[src/rtl/stage_mem_if.sv]
// Data-SRAM-like bus between the memory stage and the data memory.
// Request: req/wr/size/addr/wstrb/wdata held stable until addr_ok; response: data_ok + rdata.
// The memory stage is the master; the memory (or bench model) is the slave.
interface stage_mem_if;
   logic        data_req;
   logic        data_wr;
   logic [1:0]  data_size;
   logic [31:0] data_addr;
   logic [3:0]  data_wstrb;
   logic [31:0] data_wdata;
   logic        data_addr_ok;
   logic        data_data_ok;
   logic [31:0] data_rdata;

   modport master (
      output data_req, data_wr, data_size, data_addr, data_wstrb, data_wdata,
      input  data_addr_ok, data_data_ok, data_rdata
   );

   modport slave (
      input  data_req, data_wr, data_size, data_addr, data_wstrb, data_wdata,
      output data_addr_ok, data_data_ok, data_rdata
   );
endinterface

[src/rtl/stage_mem.sv]
// Memory-access stage: issues loads/stores on the data bus, aligns data, raises AdEL/AdES/RI.
// Latency: non-memory ops pass through combinationally; accesses take >=2 cycles (addr_ok, data_ok).
// Backpressure: stall_out held for the whole bus transaction; DONE holds its result while stall_in.
// Optional: STAGE_MEM_UNALIGNED_EN enables LWL/LWR/SWL/SWR (otherwise they raise RI).
module stage_mem #(
   parameter logic [4:0] EXC_ADEL = 5'h04,
   parameter logic [4:0] EXC_ADES = 5'h05
) (
   input  logic        clk,
   input  logic        resetn,
   input  logic        valid_in,
   output logic        valid_out,
   input  logic        stall_in,
   output logic        stall_out,
   input  logic        cancel,
   input  logic        exc_in,
   input  logic [4:0]  exccode_in,
   output logic        exc_out,
   output logic [4:0]  exccode_out,
   output logic [31:0] badvaddr_out,
   input  logic [3:0]  mem_op,
   input  logic [31:0] addr_in,
   input  logic [31:0] st_data_in,
   input  logic        wb_in,
   input  logic [4:0]  wb_addr_in,
   input  logic [31:0] wb_data_in,
   output logic        wb_out,
   output logic [4:0]  wb_addr_out,
   output logic [31:0] wb_data_out,
   stage_mem_if.master bus
);

   localparam logic [4:0] EXC_RI = 5'h0a;

   localparam logic [3:0] OP_NONE = 4'd0;
   localparam logic [3:0] OP_LB   = 4'd1;
   localparam logic [3:0] OP_LBU  = 4'd2;
   localparam logic [3:0] OP_LH   = 4'd3;
   localparam logic [3:0] OP_LHU  = 4'd4;
   localparam logic [3:0] OP_LW   = 4'd5;
   localparam logic [3:0] OP_SB   = 4'd6;
   localparam logic [3:0] OP_SH   = 4'd7;
   localparam logic [3:0] OP_SW   = 4'd8;
   localparam logic [3:0] OP_LWL  = 4'd9;
   localparam logic [3:0] OP_LWR  = 4'd10;
   localparam logic [3:0] OP_SWL  = 4'd11;
   localparam logic [3:0] OP_SWR  = 4'd12;

   typedef enum logic [2:0] {
      S_IDLE  = 3'd0,
      S_REQ   = 3'd1,
      S_WAIT  = 3'd2,
      S_DONE  = 3'd3,
      S_DRAIN = 3'd4
   } state_t;

   state_t      state, state_nxt;

   // captured instruction (held from acceptance until the bundle leaves DONE)
   logic [3:0]  op_q;
   logic [31:0] addr_q;
   logic [31:0] st_q;
   logic        wb_q;
   logic [4:0]  wb_addr_q;
   logic [31:0] rdata_q;

   logic        capture, rdata_ld, req_on;
   logic        in_load, in_store, in_addr_err, in_ri, in_exc, access;

   logic [3:0]  sel_op;
   logic [31:0] sel_addr, sel_st;
   logic [4:0]  sel_sh;

   logic        req_wr;
   logic [1:0]  req_size;
   logic [31:0] req_addr;
   logic [3:0]  req_wstrb;
   logic [31:0] req_wdata;

   logic [31:0] lane;
   logic [31:0] ld_result;

   // Classify the incoming EX bundle: load/store, alignment fault, reserved op.
   always_comb begin
      in_load     = (mem_op >= OP_LB && mem_op <= OP_LW) || mem_op == OP_LWL || mem_op == OP_LWR;
      in_store    = (mem_op >= OP_SB && mem_op <= OP_SW) || mem_op == OP_SWL || mem_op == OP_SWR;
      in_addr_err = 1'b0;
      case (mem_op)
         OP_LH, OP_LHU, OP_SH: in_addr_err = addr_in[0];
         OP_LW, OP_SW:         in_addr_err = (addr_in[1:0] != 2'b00);
         default:              in_addr_err = 1'b0;
      endcase
`ifdef STAGE_MEM_UNALIGNED_EN
      in_ri  = (mem_op > OP_SWR);
`else
      in_ri  = (mem_op > OP_SW);
`endif
      in_exc = exc_in || in_ri || in_addr_err;
      access = valid_in && !exc_in && !cancel && (mem_op != OP_NONE) && !in_ri && !in_addr_err;
   end

   // Idle uses the live EX bundle; every later state uses the captured copy so the bus stays stable.
   always_comb begin
      if (state == S_IDLE) begin
         sel_op   = mem_op;
         sel_addr = addr_in;
         sel_st   = st_data_in;
      end else begin
         sel_op   = op_q;
         sel_addr = addr_q;
         sel_st   = st_q;
      end
      sel_sh = {sel_addr[1:0], 3'b000};
   end

   // Build bus request fields: size, byte strobes and lane-replicated store data.
   always_comb begin
      req_wr    = 1'b0;
      req_size  = 2'd0;
      req_addr  = sel_addr;
      req_wstrb = 4'b0000;
      req_wdata = 32'h0;
      case (sel_op)
         OP_LB, OP_LBU: req_size = 2'd0;
         OP_LH, OP_LHU: req_size = 2'd1;
         OP_LW:         req_size = 2'd2;
         OP_SB: begin
            req_wr    = 1'b1;
            req_size  = 2'd0;
            req_wstrb = 4'b0001 << sel_addr[1:0];
            req_wdata = {4{sel_st[7:0]}};
         end
         OP_SH: begin
            req_wr    = 1'b1;
            req_size  = 2'd1;
            req_wstrb = 4'b0011 << sel_addr[1:0];
            req_wdata = {2{sel_st[15:0]}};
         end
         OP_SW: begin
            req_wr    = 1'b1;
            req_size  = 2'd2;
            req_wstrb = 4'b1111;
            req_wdata = sel_st;
         end
`ifdef STAGE_MEM_UNALIGNED_EN
         OP_LWL, OP_LWR: begin
            req_size = 2'd2;
            req_addr = {sel_addr[31:2], 2'b00};
         end
         OP_SWL: begin
            req_wr    = 1'b1;
            req_size  = 2'd2;
            req_addr  = {sel_addr[31:2], 2'b00};
            req_wstrb = 4'b1111 >> (2'd3 - sel_addr[1:0]);
            req_wdata = sel_st >> {2'd3 - sel_addr[1:0], 3'b000};
         end
         OP_SWR: begin
            req_wr    = 1'b1;
            req_size  = 2'd2;
            req_addr  = {sel_addr[31:2], 2'b00};
            req_wstrb = 4'b1111 << sel_addr[1:0];
            req_wdata = sel_st << sel_sh;
         end
`endif
         default: ;
      endcase
   end

   // Align and extend the captured load word; LWL/LWR merge with the old rt value.
   always_comb begin
      lane      = rdata_q >> sel_sh;
      ld_result = rdata_q;
      case (sel_op)
         OP_LB:  ld_result = {{24{lane[7]}}, lane[7:0]};
         OP_LBU: ld_result = {24'h0, lane[7:0]};
         OP_LH:  ld_result = {{16{lane[15]}}, lane[15:0]};
         OP_LHU: ld_result = {16'h0, lane[15:0]};
`ifdef STAGE_MEM_UNALIGNED_EN
         OP_LWL: begin
            case (sel_addr[1:0])
               2'd0:    ld_result = {rdata_q[7:0],  sel_st[23:0]};
               2'd1:    ld_result = {rdata_q[15:0], sel_st[15:0]};
               2'd2:    ld_result = {rdata_q[23:0], sel_st[7:0]};
               default: ld_result = rdata_q;
            endcase
         end
         OP_LWR: begin
            case (sel_addr[1:0])
               2'd0:    ld_result = rdata_q;
               2'd1:    ld_result = {sel_st[31:24], rdata_q[31:8]};
               2'd2:    ld_result = {sel_st[31:16], rdata_q[31:16]};
               default: ld_result = {sel_st[31:8],  rdata_q[31:24]};
            endcase
         end
`endif
         default: ld_result = rdata_q;
      endcase
   end

   // FSM state register; reset abandons any transaction in flight.
   always_ff @(posedge clk or negedge resetn) begin
      if (!resetn) state <= S_IDLE;
      else         state <= state_nxt;
   end

   // Capture the accepted bundle and the returned load word.
   always_ff @(posedge clk or negedge resetn) begin
      if (!resetn) begin
         op_q      <= OP_NONE;
         addr_q    <= 32'h0;
         st_q      <= 32'h0;
         wb_q      <= 1'b0;
         wb_addr_q <= 5'd0;
         rdata_q   <= 32'h0;
      end else begin
         if (capture) begin
            op_q      <= mem_op;
            addr_q    <= addr_in;
            st_q      <= st_data_in;
            wb_q      <= wb_in && in_load;
            wb_addr_q <= wb_addr_in;
         end
         if (rdata_ld) rdata_q <= bus.data_rdata;
      end
   end

   // Next state, handshake and stage outputs.
   always_comb begin
      state_nxt    = state;
      capture      = 1'b0;
      rdata_ld     = 1'b0;
      req_on       = 1'b0;
      valid_out    = 1'b0;
      stall_out    = 1'b0;
      exc_out      = 1'b0;
      exccode_out  = 5'd0;
      badvaddr_out = 32'h0;
      wb_out       = 1'b0;
      wb_addr_out  = 5'd0;
      wb_data_out  = 32'h0;
      case (state)
         S_IDLE: begin
            if (access) begin
               req_on    = 1'b1;
               stall_out = 1'b1;
               capture   = 1'b1;
               if (bus.data_addr_ok) begin
                  if (bus.data_data_ok) begin
                     rdata_ld  = 1'b1;
                     state_nxt = S_DONE;
                  end else begin
                     state_nxt = S_WAIT;
                  end
               end else begin
                  state_nxt = S_REQ;
               end
            end else if (valid_in) begin
               stall_out   = stall_in;
               valid_out   = !stall_in && !cancel;
               exc_out     = in_exc && !cancel;
               wb_out      = wb_in && !in_exc && !cancel;
               wb_addr_out = wb_addr_in;
               wb_data_out = wb_data_in;
               if (exc_in) begin
                  exccode_out = exccode_in;
               end else if (in_ri) begin
                  exccode_out = EXC_RI;
               end else if (in_addr_err) begin
                  exccode_out  = in_store ? EXC_ADES : EXC_ADEL;
                  badvaddr_out = addr_in;
               end
            end
         end
         S_REQ: begin
            // request stays up in the cancel cycle, so an addr_ok here still owes a response
            req_on    = 1'b1;
            stall_out = 1'b1;
            if (bus.data_addr_ok) begin
               if (bus.data_data_ok) begin
                  rdata_ld  = !cancel;
                  state_nxt = cancel ? S_IDLE : S_DONE;
               end else begin
                  state_nxt = cancel ? S_DRAIN : S_WAIT;
               end
            end else if (cancel) begin
               state_nxt = S_IDLE;
            end
         end
         S_WAIT: begin
            stall_out = 1'b1;
            if (cancel) begin
               state_nxt = bus.data_data_ok ? S_IDLE : S_DRAIN;
            end else if (bus.data_data_ok) begin
               rdata_ld  = 1'b1;
               state_nxt = S_DONE;
            end
         end
         S_DONE: begin
            valid_out   = !stall_in && !cancel;
            stall_out   = valid_in && stall_in;
            wb_out      = wb_q && !cancel;
            wb_addr_out = wb_addr_q;
            wb_data_out = ld_result;
            if (cancel || !stall_in) state_nxt = S_IDLE;
         end
         S_DRAIN: begin
            // a new access cannot start until the abandoned response has been swallowed
            stall_out = valid_in;
            if (bus.data_data_ok) state_nxt = S_IDLE;
         end
         default: state_nxt = S_IDLE;
      endcase

      bus.data_req   = req_on;
      bus.data_wr    = req_on ? req_wr    : 1'b0;
      bus.data_size  = req_on ? req_size  : 2'd0;
      bus.data_addr  = req_on ? req_addr  : 32'h0;
      bus.data_wstrb = req_on ? req_wstrb : 4'b0000;
      bus.data_wdata = req_on ? req_wdata : 32'h0;
   end

endmodule

[src/flat_wrapper.sv]
// flat-port wrapper written by rule: the top's interface ports become plain ports
module stage_mem_flat 
#(
   parameter logic [4:0] EXC_ADEL = 5'h04,
   parameter logic [4:0] EXC_ADES = 5'h05
)
  (clk, resetn, valid_in, valid_out, stall_in, stall_out, cancel, exc_in, exccode_in, exc_out, exccode_out, badvaddr_out, mem_op, addr_in, st_data_in, wb_in, wb_addr_in, wb_data_in, wb_out, wb_addr_out, wb_data_out, bus_data_req, bus_data_wr, bus_data_size, bus_data_addr, bus_data_wstrb, bus_data_wdata, bus_data_addr_ok, bus_data_data_ok, bus_data_rdata);
  stage_mem_if bus_i ();
  input  logic clk;
  input  logic resetn;
  input  logic valid_in;
  output logic valid_out;
  input  logic stall_in;
  output logic stall_out;
  input  logic cancel;
  input  logic exc_in;
  input  logic [4:0] exccode_in;
  output logic exc_out;
  output logic [4:0] exccode_out;
  output logic [31:0] badvaddr_out;
  input  logic [3:0] mem_op;
  input  logic [31:0] addr_in;
  input  logic [31:0] st_data_in;
  input  logic wb_in;
  input  logic [4:0] wb_addr_in;
  input  logic [31:0] wb_data_in;
  output logic wb_out;
  output logic [4:0] wb_addr_out;
  output logic [31:0] wb_data_out;
  output wire logic [$bits(bus_i.data_req)-1:0] bus_data_req;
  output wire logic [$bits(bus_i.data_wr)-1:0] bus_data_wr;
  output wire logic [$bits(bus_i.data_size)-1:0] bus_data_size;
  output wire logic [$bits(bus_i.data_addr)-1:0] bus_data_addr;
  output wire logic [$bits(bus_i.data_wstrb)-1:0] bus_data_wstrb;
  output wire logic [$bits(bus_i.data_wdata)-1:0] bus_data_wdata;
  input wire logic [$bits(bus_i.data_addr_ok)-1:0] bus_data_addr_ok;
  input wire logic [$bits(bus_i.data_data_ok)-1:0] bus_data_data_ok;
  input wire logic [$bits(bus_i.data_rdata)-1:0] bus_data_rdata;
  assign bus_data_req = bus_i.data_req;
  assign bus_data_wr = bus_i.data_wr;
  assign bus_data_size = bus_i.data_size;
  assign bus_data_addr = bus_i.data_addr;
  assign bus_data_wstrb = bus_i.data_wstrb;
  assign bus_data_wdata = bus_i.data_wdata;
  assign bus_i.data_addr_ok = bus_data_addr_ok;
  assign bus_i.data_data_ok = bus_data_data_ok;
  assign bus_i.data_rdata = bus_data_rdata;
  stage_mem #(.EXC_ADEL(EXC_ADEL), .EXC_ADES(EXC_ADES)) u_core (.clk(clk), .resetn(resetn), .valid_in(valid_in), .valid_out(valid_out), .stall_in(stall_in), .stall_out(stall_out), .cancel(cancel), .exc_in(exc_in), .exccode_in(exccode_in), .exc_out(exc_out), .exccode_out(exccode_out), .badvaddr_out(badvaddr_out), .mem_op(mem_op), .addr_in(addr_in), .st_data_in(st_data_in), .wb_in(wb_in), .wb_addr_in(wb_addr_in), .wb_data_in(wb_data_in), .wb_out(wb_out), .wb_addr_out(wb_addr_out), .wb_data_out(wb_data_out), .bus(bus_i));
endmodule
[config.mk]
export PLATFORM = sky130hd
export DESIGN_NAME = stage_mem_flat
export DESIGN_NICKNAME = d
export VERILOG_FILES = /design/src/rtl/stage_mem_if.sv /design/src/rtl/stage_mem.sv /design/src/flat_wrapper.sv
export SDC_FILE = /design/constraint.sdc
export NUM_CORES = 1
export LEC_CHECK = 0
export ABC_AREA = 0
export BUFFER_PORTS_ARGS = -buffer_cell sky130_fd_sc_hd__buf_2
export CELL_PAD_IN_SITES_DETAIL_PLACEMENT = 0
export CELL_PAD_IN_SITES_GLOBAL_PLACEMENT = 1
export CORE_ASPECT_RATIO = 1.5
export CORE_UTILIZATION = 39
export DETAILED_ROUTE_END_ITERATION = 16
export GPL_TIMING_DRIVEN = 0
export PLACE_DENSITY = 0.87
export RECOVER_POWER = 50
export SETUP_SLACK_MARGIN = 0.3
export SYNTH_ARGS = -nofsm -noshare
export SYNTH_HDL_FRONTEND = slang
export SYNTH_SLANG_ARGS = --single-unit
[constraint.sdc]
create_clock -name clk -period 5.2 [get_ports clk]
set_input_delay 0.52 -clock clk [delete_from_list [all_inputs] [get_ports clk]]
set_output_delay 0.52 -clock clk [all_outputs]
set_load 0.01 [all_outputs]
Yosys cells after proc, flatten, opt, wreduce, memory -nomap -nowiden
Index checks and enable logic that the tools add are counted.

cells by class
  reductions and logical operators = 37
  equal/unequal tests = 26
  mux-type cells = 69
  order comparisons = 5
  shift operators = 3

operator list
  kind                                                             number
  32-bit two-way mux                                               12
  32-bit one-hot mux with 4 select lines                           1
  32-bit one-hot mux with 3 select lines                           1
  32-bit one-hot mux with 2 select lines                           1
  5-bit two-way mux                                                8
  32-bit by 5-bit right shift with 16-bit output                   1
  3-bit two-way mux                                                10
  4-bit by 3-bit == test with 1-bit output, second input constant  7
  4-bit == test, second input constant                             6
  1-bit two-way mux                                                21
  3-bit one-hot mux with 5 select lines                            1
  1-bit logical AND                                                14
  4-bit by 2-bit == test with 1-bit output, second input constant  3
  4-bit one-hot mux with 3 select lines                            1
  5-bit one-hot mux with 2 select lines                            1
  3-bit OR reduction                                               3
  4-bit two-way mux                                                2
  1-bit one-hot mux with 2 select lines                            4
  1-bit logical OR                                                 7
  3-bit by 2-bit == test with 1-bit output, second input constant  2
  1-bit logical NOT                                                6
  2-bit two-way mux                                                3
  3-bit != test, second input constant                             2
  2-bit OR reduction                                               3
  other kinds (19)                                                 20

word-level totals
  output and inout port bits = 150
  bits of input ports = 151
  register bits = 109

Logic depth before layout (Yosys ltp)
  depth after elaboration = 11
  mapped depth = 10
  gate-level depth less buffers = 7

Worst setup path before layout
Ideal clock, no wire load.

  path type = input-to-output
  start = in addr_in[0]
  end = out bus_data_addr[15]
  stages on the path = 9
  arrival = 2248 ps
  required time = 4680 ps
  path buffers = 3
  setup slack = 2432 ps
  cells stage by stage = buf_2 nor2_1 o21ai_0 a31o_2 a21oi_1 o21ai_0 buf_2 buf_1 a21oi_1

on the way
  word-level cells in the longest chain between the ends = 7

RTL lines
  element                                    line                text
  start, declared                            flat_wrapper.sv:22  input logic [31:0] addr_in;
  2-bit nonzero test                         stage_mem.sv:90     OP_LW, OP_SW: in_addr_err = (addr_in[1:0] != 2'b00);
  1-bit one-hot mux with 2 select lines (*)  stage_mem.sv:88     case (mem_op)
  1-bit logical NOT (*)                      stage_mem.sv:99     access = valid_in && !exc_in && !cancel && (mem_op != OP_NONE) && !in_ri && !in_addr_err;
  1-bit logical AND (*)                      stage_mem.sv:99
  1-bit two-way mux (*)                      stage_mem.sv:243    if (access) begin
  1-bit one-hot mux with 2 select lines (*)  stage_mem.sv:241    case (state)
  32-bit two-way mux (*)                     stage_mem.sv:317    bus.data_addr = req_on ? req_addr : 32'h0;
  end, declared                              flat_wrapper.sv:33  output wire logic [$bits(bus_i.data_addr)-1:0] bus_data_addr;

Mark *: on every way between the ends. The rest lies on a longest branch, timed or not.

Worst setup path after layout
  start = in mem_op[1]
  end = out bus_data_addr[17]

on the way
  word-level cells in the longest chain between the ends = 8

RTL lines
  element                                                           line                text
  start, declared                                                   flat_wrapper.sv:21  input logic [3:0] mem_op;
  4-bit by 2-bit == test with 1-bit output (tied with other cells)  stage_mem.sv:88
  3-bit OR reduction or 2-bit OR reduction (tied branches)          stage_mem.sv:88
  1-bit one-hot mux with 2 select lines                             stage_mem.sv:88
  1-bit logical NOT                                                 stage_mem.sv:99
  1-bit logical AND (*)                                             stage_mem.sv:99
  1-bit two-way mux (*)                                             stage_mem.sv:243
  1-bit one-hot mux with 2 select lines (*)                         stage_mem.sv:241
  32-bit two-way mux (*)                                            stage_mem.sv:317

Marked as above.

==> qor.json <==
{
  "status": {"value": "complete, but fails checks"},
  "violations": {"value": "max-capacitance violations, max-slew violations"},
  "holdCritPathClass": {"value": "input port to register"},
  "die_area": {"value": 19600, "unit": "um2"},
  "ys_types": {"value": 62},
  "detailed_routing_iteration_count_for_the_pre_antenna_repair_pass": {"value": 4},
  "synth_top_family_by_area": {"value": "multiplexers"},
  "crit_required": {"value": 4.68, "unit": "ns"},
  "maximum_achievable_frequency": {"value": 263, "unit": "MHz"},
  "fraction_of_layout_instances_using_a_drive_strength_above_1": {"value": 42.3, "unit": "%"},
  "cpPeakStageDelay": {"value": 0.78, "unit": "ns"},
  "worst_path_max_delay_cell": {"value": "nor3_1"},
  "mappedNetlistNets": {"value": 953},
  "gpl.final_weighted_congestion": {"value": 0.881},
  "vdd_drop_max": {"value": 0.000228, "unit": "V"},
  "areaGrowthSynthToFinish": {"value": 28.1, "unit": "%"},
  "wl_per_cell": {"value": 17.9, "unit": "um"},
  "pin_count_of_the_biggest_net_entering_global_routing": {"value": 79},
  "nets": {"value": 1263},
  "io-pin-count": {"value": 301},
  "max_slew_margin": {"value": -32.3, "unit": "%"},
  "synthesis.instances": {"value": 802},
  "antenna_found_initial": {"value": 3},
  "synth_simple_gate_area_share": {"value": 17.1, "unit": "%"},
  "final_hold_fails": {"value": 0},
  "final_common_cell": {"value": "buf_2"},
  "worstPathCellList": {"value": "clkbuf_1 > nor3_1 > and3_1 > inv_1 > a21oi_1 > o21ai_0 > buf_2 > buf_1 > a21oi_1 > buf_2"},
  "setup_viol": {"value": 0},
  "post_synth_instance_area": {"value": 7420, "unit": "um2"},
  "timing.max_cap.violations": {"value": 2},
  "cts_setup_buffers": {"value": 0},
  "timing.critical_path.to_type": {"value": "primary output"},
  "setup_ws": {"value": 1.39, "unit": "ns"},
  "die_boundary_width": {"value": 115, "unit": "um"},
  "min_period": {"value": 3.81, "unit": "ns"},
  "grt_util_all_layers": {"value": 25.2, "unit": "%"},
  "unrepaired_setup_endpoints_after_global_routing": {"value": "no"},
  "htree_num_levels": {"value": 3},
  "tritoncts": {"value": "yes"},
  "grt_util_met3": {"value": 4.53, "unit": "%"},
  "via_count_of_the_first_global_routing_pass": {"value": 7102},
  "vias_per_std_cell": {"value": 5.25},
  "first_pass_grt_wire_length": {"value": 37700, "unit": "um"},
  "cts-resized-gates": {"value": 0},
  "synth_compound_gate_area_share": {"value": 18.0, "unit": "%"},
  "power-per-cell-area": {"value": 542, "unit": "nW/um2"},
  "die_height": {"value": 171, "unit": "um"},
  "final_cell_mix": {"value": "buf_2 (313), nand2_1 (116), mux2_2 (115), dfrtp_1 (109), nor2_1 (86)"},
  "global_route.peak_usage_layer": {"value": "met2"},
  "drt_iter0_markers": {"value": 325},
  "yosys_register_bits": {"value": 109},
  "global_routing_met1_resource_utilization": {"value": 28.2, "unit": "%"},
  "yosysSeqAreaShare": {"value": 36.7, "unit": "%"},
  "initial_cell_density_of_the_core": {"value": 39.9, "unit": "%"},
  "async_reset_ff_share": {"value": 100, "unit": "%"},
  "holdBufCountCts": {"value": 0},
  "synthXorXnorAreaFrac": {"value": 0, "unit": "%"},
  "placeableCoreArea": {"value": 18600, "unit": "um2"},
  "totalPowerFinal": {"value": 0.00515, "unit": "W"},
  "netlist_top_cells_area": {"value": "dfrtp_1 (37%), mux2_2 (17%), mux2i_1 (6.1%)"},
  "drc": {"value": 0},
  "place_worst_setup_slack": {"value": 1.73, "unit": "ns"},
  "mean_area_per_synthesized_cell": {"value": 9.25, "unit": "um2"},
  "synth-adder-area-share": {"value": 0, "unit": "%"},
  "path_buf_inv": {"value": 5},
  "muxShareOfSynthArea": {"value": 23.5, "unit": "%"},
  "cts_buffer_depth": {"value": 2},
  "cts.root.buffer_cell": {"value": "clkbuf_16"},
  "port_buffers": {"value": 298},
  "worst_path_clk_slew": {"value": 0.08, "unit": "ns"},
  "cts_made_buffers": {"value": 9},
  "synth_flop_cell": {"value": "dfrtp_1"},
  "skew": {"value": 0.0113, "unit": "ns"},
  "synthDominantCellAreaShare": {"value": 36.7, "unit": "%"},
  "cts.sink_count": {"value": 109},
  "worst_setup_path_type": {"value": "input port to primary output"},
  "detailedPlacementHpwl": {"value": 19200, "unit": "um"},
  "vias": {"value": 7200},
  "synthDominantAreaCellType": {"value": "dfrtp_1"},
  "final.period_utilization": {"value": 73.2, "unit": "%"},
  "yosysWarnings": {"value": 0},
  "synth_edf_count": {"value": 0},
  "gr-total-overflow": {"value": 0},
  "report.final.slew_viol_count": {"value": 112},
  "critical-path-top-delay-family": {"value": "simple AND/OR/NAND/NOR gates"},
  "crit_path_start_kind": {"value": "input port"},
  "row_count": {"value": 61},
  "max_slew.worst_pin.slew": {"value": 1.98, "unit": "ns"},
  "critical_path_arrival": {"value": 3.29, "unit": "ns"},
  "totalNegativeSetupSlack": {"value": 0, "unit": "ns"},
  "detail-route-antenna-nets": {"value": 0},
  "timing.critical_path.fanout_max": {"value": 10},
  "drt_wl_total": {"value": 24500, "unit": "um"},
  "use_met2": {"value": 46.2, "unit": "%"},
  "worst-r2r-setup-slack": {"value": 2.19, "unit": "ns"},
  "clk-insertion-delay-late": {"value": 0.36, "unit": "ns"},
  "static-leakage-power": {"value": 4.78, "unit": "nW"}
}
[synthesized netlist by cell type (2+ instances only)]
library cell,count
nor2b_1,7
a2bb2oi_1,7
nand2_1,116
o21ai_2,10
o21ai_0,22
o21a_1,18
a211oi_1,2
and3_1,3
o22a_1,8
a22o_1,13
a21oi_1,49
nor3_1,6
buf_1,2
and2_1,36
buf_2,24
nand2b_1,3
nor4b_1,2
or3_1,7
buf_6,4
o22ai_1,9
o211ai_1,3
or3b_2,2
a32oi_1,3
o221ai_1,7
mux2_2,115
a211o_1,2
a22oi_1,7
inv_1,5
o21bai_1,4
nand3b_1,2
o31a_1,2
mux2i_1,45
o31ai_1,2
nor2_1,86
clkbuf_1,31
nand3_1,4
dfrtp_1,109
[per-layer routing]
layer	part of all wire (%)	wire length [um]
met1	38	9430
met2	52	12800
met3	5.3	1310
met4	3.8	939
met5	0.041	10
[final timing paths]
check                                       start            endpoint  cells after the start
worst max register to register    u_core.state[1]  u_core.rdata_q[16]                      9
max in group asynchronous                  resetn     u_core.st_q[23]                      2
min in group asynchronous                  resetn   u_core.addr_q[25]                      1
worst min-delay path            bus_data_rdata[2]   u_core.rdata_q[2]                      2
worst max-delay path                    mem_op[1]   bus_data_addr[17]                     10
worst min register to register        u_core.wb_q         u_core.wb_q                      2
[power breakdown]
part | switching (W) | internal (W) | total [W]
Clock | 0.000349 | 0.000336 | 0.000685
Combinational | 0.00168 | 0.00127 | 0.00295
Sequential | 0.000283 | 0.00124 | 0.00152
[through the flow]
step / std cells / area, um2 / hold WS [ns] / utilization, %
floorplan: 802 / 7420 / 0.224 / -
global placement: 1352 / 9230 / 0.459 / 49.6
detailed placement: 1353 / 9260 / 0.442 / 49.7
CTS: 1369 / 9550 / 0.0565 / 51.3
global route: 1370 / 9500 / 0.377 / 51.0
finish: 1371 / 9500 / 0.387 / 51.0
[flip-flops by register name (all words and copies together) (netlist names)]
register          flops
u_core.addr_q        32
u_core.wb_addr_q      5
u_core.rdata_q       32
u_core.st_q          32
u_core.state          3
u_core.op_q           4
u_core.wb_q           1
[kinds of logic (layout without fill, tap and decap cells)]
| family | count (synthesis) | count (layout) |
|---|---|---|
| buffers and inverters | 69 | 384 |
| other | 0 | 2 |
| flip-flops | 109 | 109 |
| AND/OR/NAND/NOR | 281 | 281 |
| multiplexers | 160 | 160 |
| AO/OA/AOI/OAI | 183 | 183 |
[final cells by class]
cell class                      count  area [um2]
Inverter                            6        22.5
Tap cell                          252         315
Buffer                             63         308
Clock buffer                       10         229
Clock inverter                      6        56.3
Timing Repair Buffer              299        1490
Multi-Input combinational cell    624        4350
Sequential cell                   109        2730
Antenna cell                        2        5.00
Fill cell                        1887        9120
No activity file was read; power rests on OpenSTA's default activity.
